## src/rtl/pipe_ctrl.sv

```systemverilog
// Pipeline sequencing controller: turns EX redirect/hold requests and the
// instruction-bus hold into PC redirect, stage flushes and per-stage stalls.
module pipe_ctrl #(
    parameter int FLUSH_CYCLES = 2,
    parameter int MAX_HOLD     = 15
) (
    input  logic        clk,
    input  logic        rst,
    input  logic        jump_en_i,
    input  logic [31:0] jump_addr_i,
    input  logic        hold_flag_i,
    input  logic        bus_hold_req_i,
    output logic        pc_jump_en_o,
    output logic [31:0] pc_jump_addr_o,
    output logic        flush_o,
    output logic        stall_pc_o,
    output logic        stall_if_id_o,
    output logic        stall_id_ex_o,
    output logic        hold_timeout_o,
    output logic [15:0] jump_cnt_o
);

    localparam int HW = $clog2(MAX_HOLD + 1);

    typedef enum logic [1:0] {RUN, FLUSH, HOLD} state_t;

    state_t        state, state_next;
    logic [2:0]    flush_cnt, flush_cnt_next;
    logic [HW-1:0] hold_cnt;
    logic [31:0]   target;
    logic [15:0]   jump_cnt;
    logic          timeout;
    logic          any_hold;

    assign any_hold = hold_flag_i | bus_hold_req_i;

    always_ff @(posedge clk) begin
        if (rst) begin
            state     <= RUN;
            flush_cnt <= '0;
        end else begin
            state     <= state_next;
            flush_cnt <= flush_cnt_next;
        end
    end

    // Latched target, bring-up jump counter and the hold watchdog.
    always_ff @(posedge clk) begin
        if (rst) begin
            target   <= '0;
            jump_cnt <= '0;
            hold_cnt <= '0;
            timeout  <= 1'b0;
        end else if (jump_en_i) begin
            target   <= jump_addr_i;
            jump_cnt <= jump_cnt + 16'd1;
            hold_cnt <= '0;
        end else if (any_hold) begin
            if (hold_cnt != HW'(MAX_HOLD))
                hold_cnt <= hold_cnt + HW'(1);
            if (hold_cnt == HW'(MAX_HOLD - 1))
                timeout <= 1'b1;
        end else begin
            hold_cnt <= '0;
        end
    end

    always_comb begin
        state_next     = state;
        flush_cnt_next = flush_cnt;
        if (jump_en_i) begin
            state_next     = (FLUSH_CYCLES == 1) ? RUN : FLUSH;
            flush_cnt_next = 3'(FLUSH_CYCLES - 1);
        end else begin
            case (state)
                FLUSH: begin
                    flush_cnt_next = flush_cnt - 3'd1;
                    if (flush_cnt == 3'd1)
                        state_next = RUN;
                end
                default: state_next = any_hold ? HOLD : RUN;
            endcase
        end
    end

    // Mealy outputs; reset forces every output low in the same cycle.
    always_comb begin
        pc_jump_en_o   = 1'b0;
        pc_jump_addr_o = '0;
        flush_o        = 1'b0;
        stall_pc_o     = 1'b0;
        stall_if_id_o  = 1'b0;
        stall_id_ex_o  = 1'b0;
        hold_timeout_o = 1'b0;
        jump_cnt_o     = '0;
        if (!rst) begin
            hold_timeout_o = timeout;
            jump_cnt_o     = jump_cnt;
            if (jump_en_i) begin
                pc_jump_en_o   = 1'b1;
                pc_jump_addr_o = jump_addr_i;
                flush_o        = 1'b1;
            end else if (state == FLUSH) begin
                pc_jump_addr_o = target;
                flush_o        = 1'b1;
                stall_pc_o     = bus_hold_req_i;
            end else if (hold_flag_i) begin
                stall_pc_o    = 1'b1;
                stall_if_id_o = 1'b1;
                stall_id_ex_o = 1'b1;
            end else if (bus_hold_req_i) begin
                stall_pc_o    = 1'b1;
                stall_if_id_o = 1'b1;
                flush_o       = 1'b1;
            end
        end
    end

endmodule

```

## config.mk

```make
export PLATFORM = sky130hd
export DESIGN_NAME = pipe_ctrl
export DESIGN_NICKNAME = d
export VERILOG_FILES = /design/src/rtl/pipe_ctrl.sv
export SDC_FILE = /design/constraint.sdc
export NUM_CORES = 1
export LEC_CHECK = 0
export ABC_AREA = 1
export BUFFER_PORTS_ARGS = -buffer_cell sky130_fd_sc_hd__buf_2
export CORE_MARGIN = 1
export CORE_UTILIZATION = 40
export DETAILED_ROUTE_END_ITERATION = 8
export PLACE_DENSITY_LB_ADDON = 0.12
export SYNTH_ARGS = -nofsm -noshare
export SYNTH_HDL_FRONTEND = slang
export SYNTH_SLANG_ARGS = --single-unit
export TNS_END_PERCENT = 20
```

## constraint.sdc

```tcl
create_clock -name clk -period 1.12 [get_ports clk]
set_input_delay 0.224 -clock clk [delete_from_list [all_inputs] [get_ports clk]]
set_output_delay 0.224 -clock clk [all_outputs]
set_load 0.1 [all_outputs]
```

## Word-level counts from Yosys, hierarchy flattened

Cells that the tools add are included.

| operators by class | value |
|---|---|
| add/sub/neg operators | 3 |
| eq/ne operators | 6 |
| mux-type cells | 29 |
| bitwise operators | 3 |
| reduce and logical (&&, ||, !) cells | 4 |

Operator list:

| operator | number |
|---|---|
| $mux 32 | 3 |
| $mux 1 | 22 |
| $add 16x1->16 const B | 1 |
| $mux 16 | 1 |
| $mux 2 | 3 |
| $add 4x1->4 const B | 1 |
| $eq 4x4->1 const B | 1 |
| $ne 4x4->1 const B | 1 |
| $eq 3x1->1 const B | 1 |
| $ne 3x3->1 const B | 1 |
| $reduce_and 3->1 | 1 |
| $reduce_or 3->1 | 1 |
| $sub 3x1->3 const B | 1 |
| $eq 2x1->1 const B | 1 |
| $ne 2x2->1 const B | 1 |
| $not 1->1 | 2 |
| $reduce_bool 2->1 | 1 |
| $reduce_or 2->1 | 1 |
| $or 1x1->1 | 1 |

| storage, ports and cells | value |
|---|---|
| register bits after elaboration | 58 |
| output and inout bits | 54 |
| logic and storage cells | 53 |

## Longest topological paths before layout

| depth | value |
|---|---|
| word-level depth | 5 |
| depth in mapped cells | 9 |
| mapped depth without buffers | 8 |

## Least setup slack after synthesis

No wires, ideal clock.

| timing path | value |
|---|---|
| path kind | register to output |
| start | register state[0] |
| end | output port pc_jump_addr_o[0] |
| arrival | 2.961 ns |
| required time | 0.896 ns |
| setup slack | -2.065 ns |
| stages on the path, launching flop included | 6 |
| path buffers | 1 |
| cells stage by stage | dfxtp_1 -> inv_1 -> nor2_4 -> inv_1 -> clkbuf_1 -> a21boi_0 |

| between the ends | value |
|---|---|
| longest elaborated chain between the ends | 4 |

Ends and longest elaborated chain:

| what | RTL line | text |
|---|---|---|
| start: declaration | 27 | `state_t state, state_next;` |
| start signal: assignment | 42 | `state <= state_next;` |
| $eq 2x1->1 | 103 | `end else if (state == FLUSH) begin` |
| $mux 32 | 103 |  |
| $mux 32 | 99 | `if (jump_en_i) begin` |
| $mux 32 | 96 | `if (!rst) begin` |
| end: declaration | 14 | `output logic [31:0] pc_jump_addr_o,` |

No other way between the ends.

## Worst setup path after layout

| timing path | value |
|---|---|
| start | register state[0] |
| end | output port pc_jump_addr_o[29] |

The elaborated chain is that of the path after synthesis.

==> impl_metrics.ini <==
[status]
status = finished with violations
violations = negative setup slack

[timing]
fin_crit_sh = 1.50
setup_tns_ns = -23.02
max_freq_mhz = 595
holdWs_ns = 0.173
final.setup.worst_slack_ns = -0.561
maxSlewViolCount = 0
fin_crit_ns = 1.68
tightest_slew_ns = 0.343
setup_viol = 64
rsz0062_at_grt = true
fin_worst_skew_ns = 0.00706
hold_viol = 0
max-slew-margin-rel = 0.771

[power_and_ir_drop]
leakagePower_nw = 2.20
p_total_mw = 6.23
ir_drop_uv = 614
p_per_area_mw_per_mm2 = 1130

[placed_design]
place.port_buffers = 90
dp_slack_ns = -0.488
dpl.hpwl_um = 5930
routabilityCongestion = 0.795

[route]
drtAntennaViolNets = 0
vias = 3113
drtIter0Drc = 115
dr.pass1.iters = 4
wirelength_um = 8750
drc = 0
avgViaCountPerCell = 4.94
wl_per_cell_um = 13.9

[yosys]
ys_ff_latch = 58
yosysWarnings = 0
ys_top_cells_by_area = dfxtp_1 40%, nand2_1 13%, nor2_1 5.6%
synth.cell_area_mm2 = 0.00288
synth_cells = 390
ys_async_sr_fraction = 0
netlist.area_leader.share = 0.403
synth_cell_types = 31
synth_top_area_cell = dfxtp_1
synth_ff_type = dfxtp_1
yosysSeqAreaShare = 0.403
syn_nets = 432
synth_edf_count = 0
avgSynthCellArea_um2 = 7.39

[worst_setup_path]
crit_arrival_ns = 1.46
cp_slowest_cell = dfxtp_2
r2r_setup_slack_ns = -0.13
critPathBufInv = 4
worstSetupStartpointType = flip-flop
critical_path_class = flip-flop to output pin
r2r_cells = 9
cp_common_cell = buf_12
cp_max_fo = 9
crit_cells = 6
cp.required_ns = 0.90
slowest_delay_ns = 0.32
cp_top_family = buffers and inverters
cp_cell_sequence = inv_2 -> nor2_4 -> inv_6 -> buf_12 -> a21boi_4 -> buf_12
cp-end-kind = output pin

[final_layout]
multi_input_area_mm2 = 0.00198
syn_to_final_growth_pct = 91.7
layout-drive-gt1-share = 0.517
seqCellArea_mm2 = 0.00119
n_antenna_cell = 0
nets = 571
num-fill-cells = 413

[floorplan]
initial_core_util = 0.419
die_x_um = 86.9
dieArea_mm2 = 0.00755
die_h_um = 86.9
num_rows = 30
ioPinCount = 91
core_mm2 = 0.00687

[clocking]
cts_buffer_depth = 2
htreeDepth = 3
hold_buffers = 0
cts_tree = built
clkSinkCount = 58
clk_pin_slew_ns = 0.07
cts-root-buf = clkbuf_8
clkLatencyLatePin_ns = 0.35
cts_setup_buffers = 0
cts_buffers = 9

[grt]
grt_use_total = 0.247
grt_first_pass_wirelength_um = 14400
antenna_found_initial = 0
grt_max_degree = 35
grt_overflow = 0
grt_pass1_vias = 3150

[hold_path]
hp-class = primary input to flip-flop
hold_path_depth = 3

[flow_run]
cap_violations = 0
[synth_stat cells (all sizes together), types with 4 or more instances]
library cell	count
buf	14
a21boi	33
a21oi	44
nand2	104
o21ai	9
clkbuf	4
nor2	49
nand3	13
dfxtp	58
ha	5
nor3	5
inv	42
nand4	4
[power breakdown]
| part | switching (mW) | internal (mW) |
|---|---|---|
| clock | 0.847 | 1.59 |
| sequential | 0.0404 | 2.14 |
| combinational | 0.967 | 0.640 |
| total | 1.85 | 4.37 |
[cells by family after synthesis]
family | Yosys count | synth area share
AND/OR/NAND/NOR | 175 | 0.261
AO/OA/AOI/OAI | 91 | 0.211
buffers and inverters | 60 | 0.100
flip-flops | 58 | 0.403
adder cells (fa/ha/maj) | 5 | 0.0217
XOR/XNOR | 1 | 0.00304
[cells in the final DEF (no fill, tap or decap), types with 2 or more instances in the layout]
master / synthesis / routed
a21oi_2: 15 / 16
dfxtp_1: 58 / 41
a21boi_4: 0 / 32
nand2_1: 103 / 101
buf_12: 0 / 60
nand2_4: 0 / 2
a21oi_1: 29 / 27
clkbuf_8: 0 / 11
nand4_1: 4 / 4
inv_2: 0 / 3
o21ai_0: 8 / 4
o21ai_1: 0 / 2
buf_4: 5 / 48
clkinv_2: 0 / 2
buf_2: 5 / 34
dfxtp_4: 0 / 5
bufinv_16: 0 / 3
nor3_1: 4 / 3
ha_1: 5 / 3
buf_6: 3 / 2
nor2_1: 43 / 20
inv_1: 41 / 36
dfxtp_2: 0 / 12
nor2_4: 4 / 16
nor2_2: 2 / 13
o21ai_2: 1 / 2
nand3_1: 12 / 11
[flip-flops by register name, indices dropped and copies added, names as in the netlist]
| name | count |
|---|---|
| target | 32 |
| jump_cnt | 16 |
| hold_cnt | 4 |
| flush_cnt | 3 |
| state | 2 |
| timeout | 1 |
[worst reg2reg max path: cells and delay by family, from the launching register on]
family	cells	cell delay [ns]
buffers and inverters	3	0.22
flip-flops	1	0.37
AND/OR/NAND/NOR	6	0.60
[worst paths after layout]
path | start | to
worst max-delay path | state[0] | pc_jump_addr_o[29]
worst min-delay path | jump_addr_i[1] | target[1]
worst max register to register | jump_cnt[0] | jump_cnt[13]
worst min register to register | target[30] | target[30]
[metal layers]
layer / share of wire / track usage / vias to the layer above
li1: - / - / 1537
met1: 0.42 / 0.290 / 1473
met2: 0.52 / 0.438 / 84
met3: 0.042 / 0.0455 / 19
met4: 0.019 / 0.109 / 0
met5: 0 / 0 / -
[area by class of cell]
cell class / instances / share of cell area
inverter: 42 / 0.0322
multi-input combinational: 272 / 0.359
clock inverter: 5 / 0.0181
clock buffer: 11 / 0.0274
timing repair buffer: 146 / 0.325
sequential: 58 / 0.216
tap: 96 / 0.0217
[stage by stage]
| step | cell area (µm²) | util | std cells |
|---|---|---|---|
| after floorplan | 3390 | - | 390 |
| after global placement | 5070 | 0.738 | 613 |
| after detailed placement | 5070 | 0.738 | 613 |
| after CTS | 5470 | 0.796 | 630 |
| after global routing | 5530 | 0.804 | 630 |
| final | 5530 | 0.804 | 630 |
[timing repair]
item	in CTS	in global routing
gates resized for setup	43	21
setup endpoints to repair	69	71
pin swaps	28	2
cloned	1	0
(Power assumes the default switching activity.)
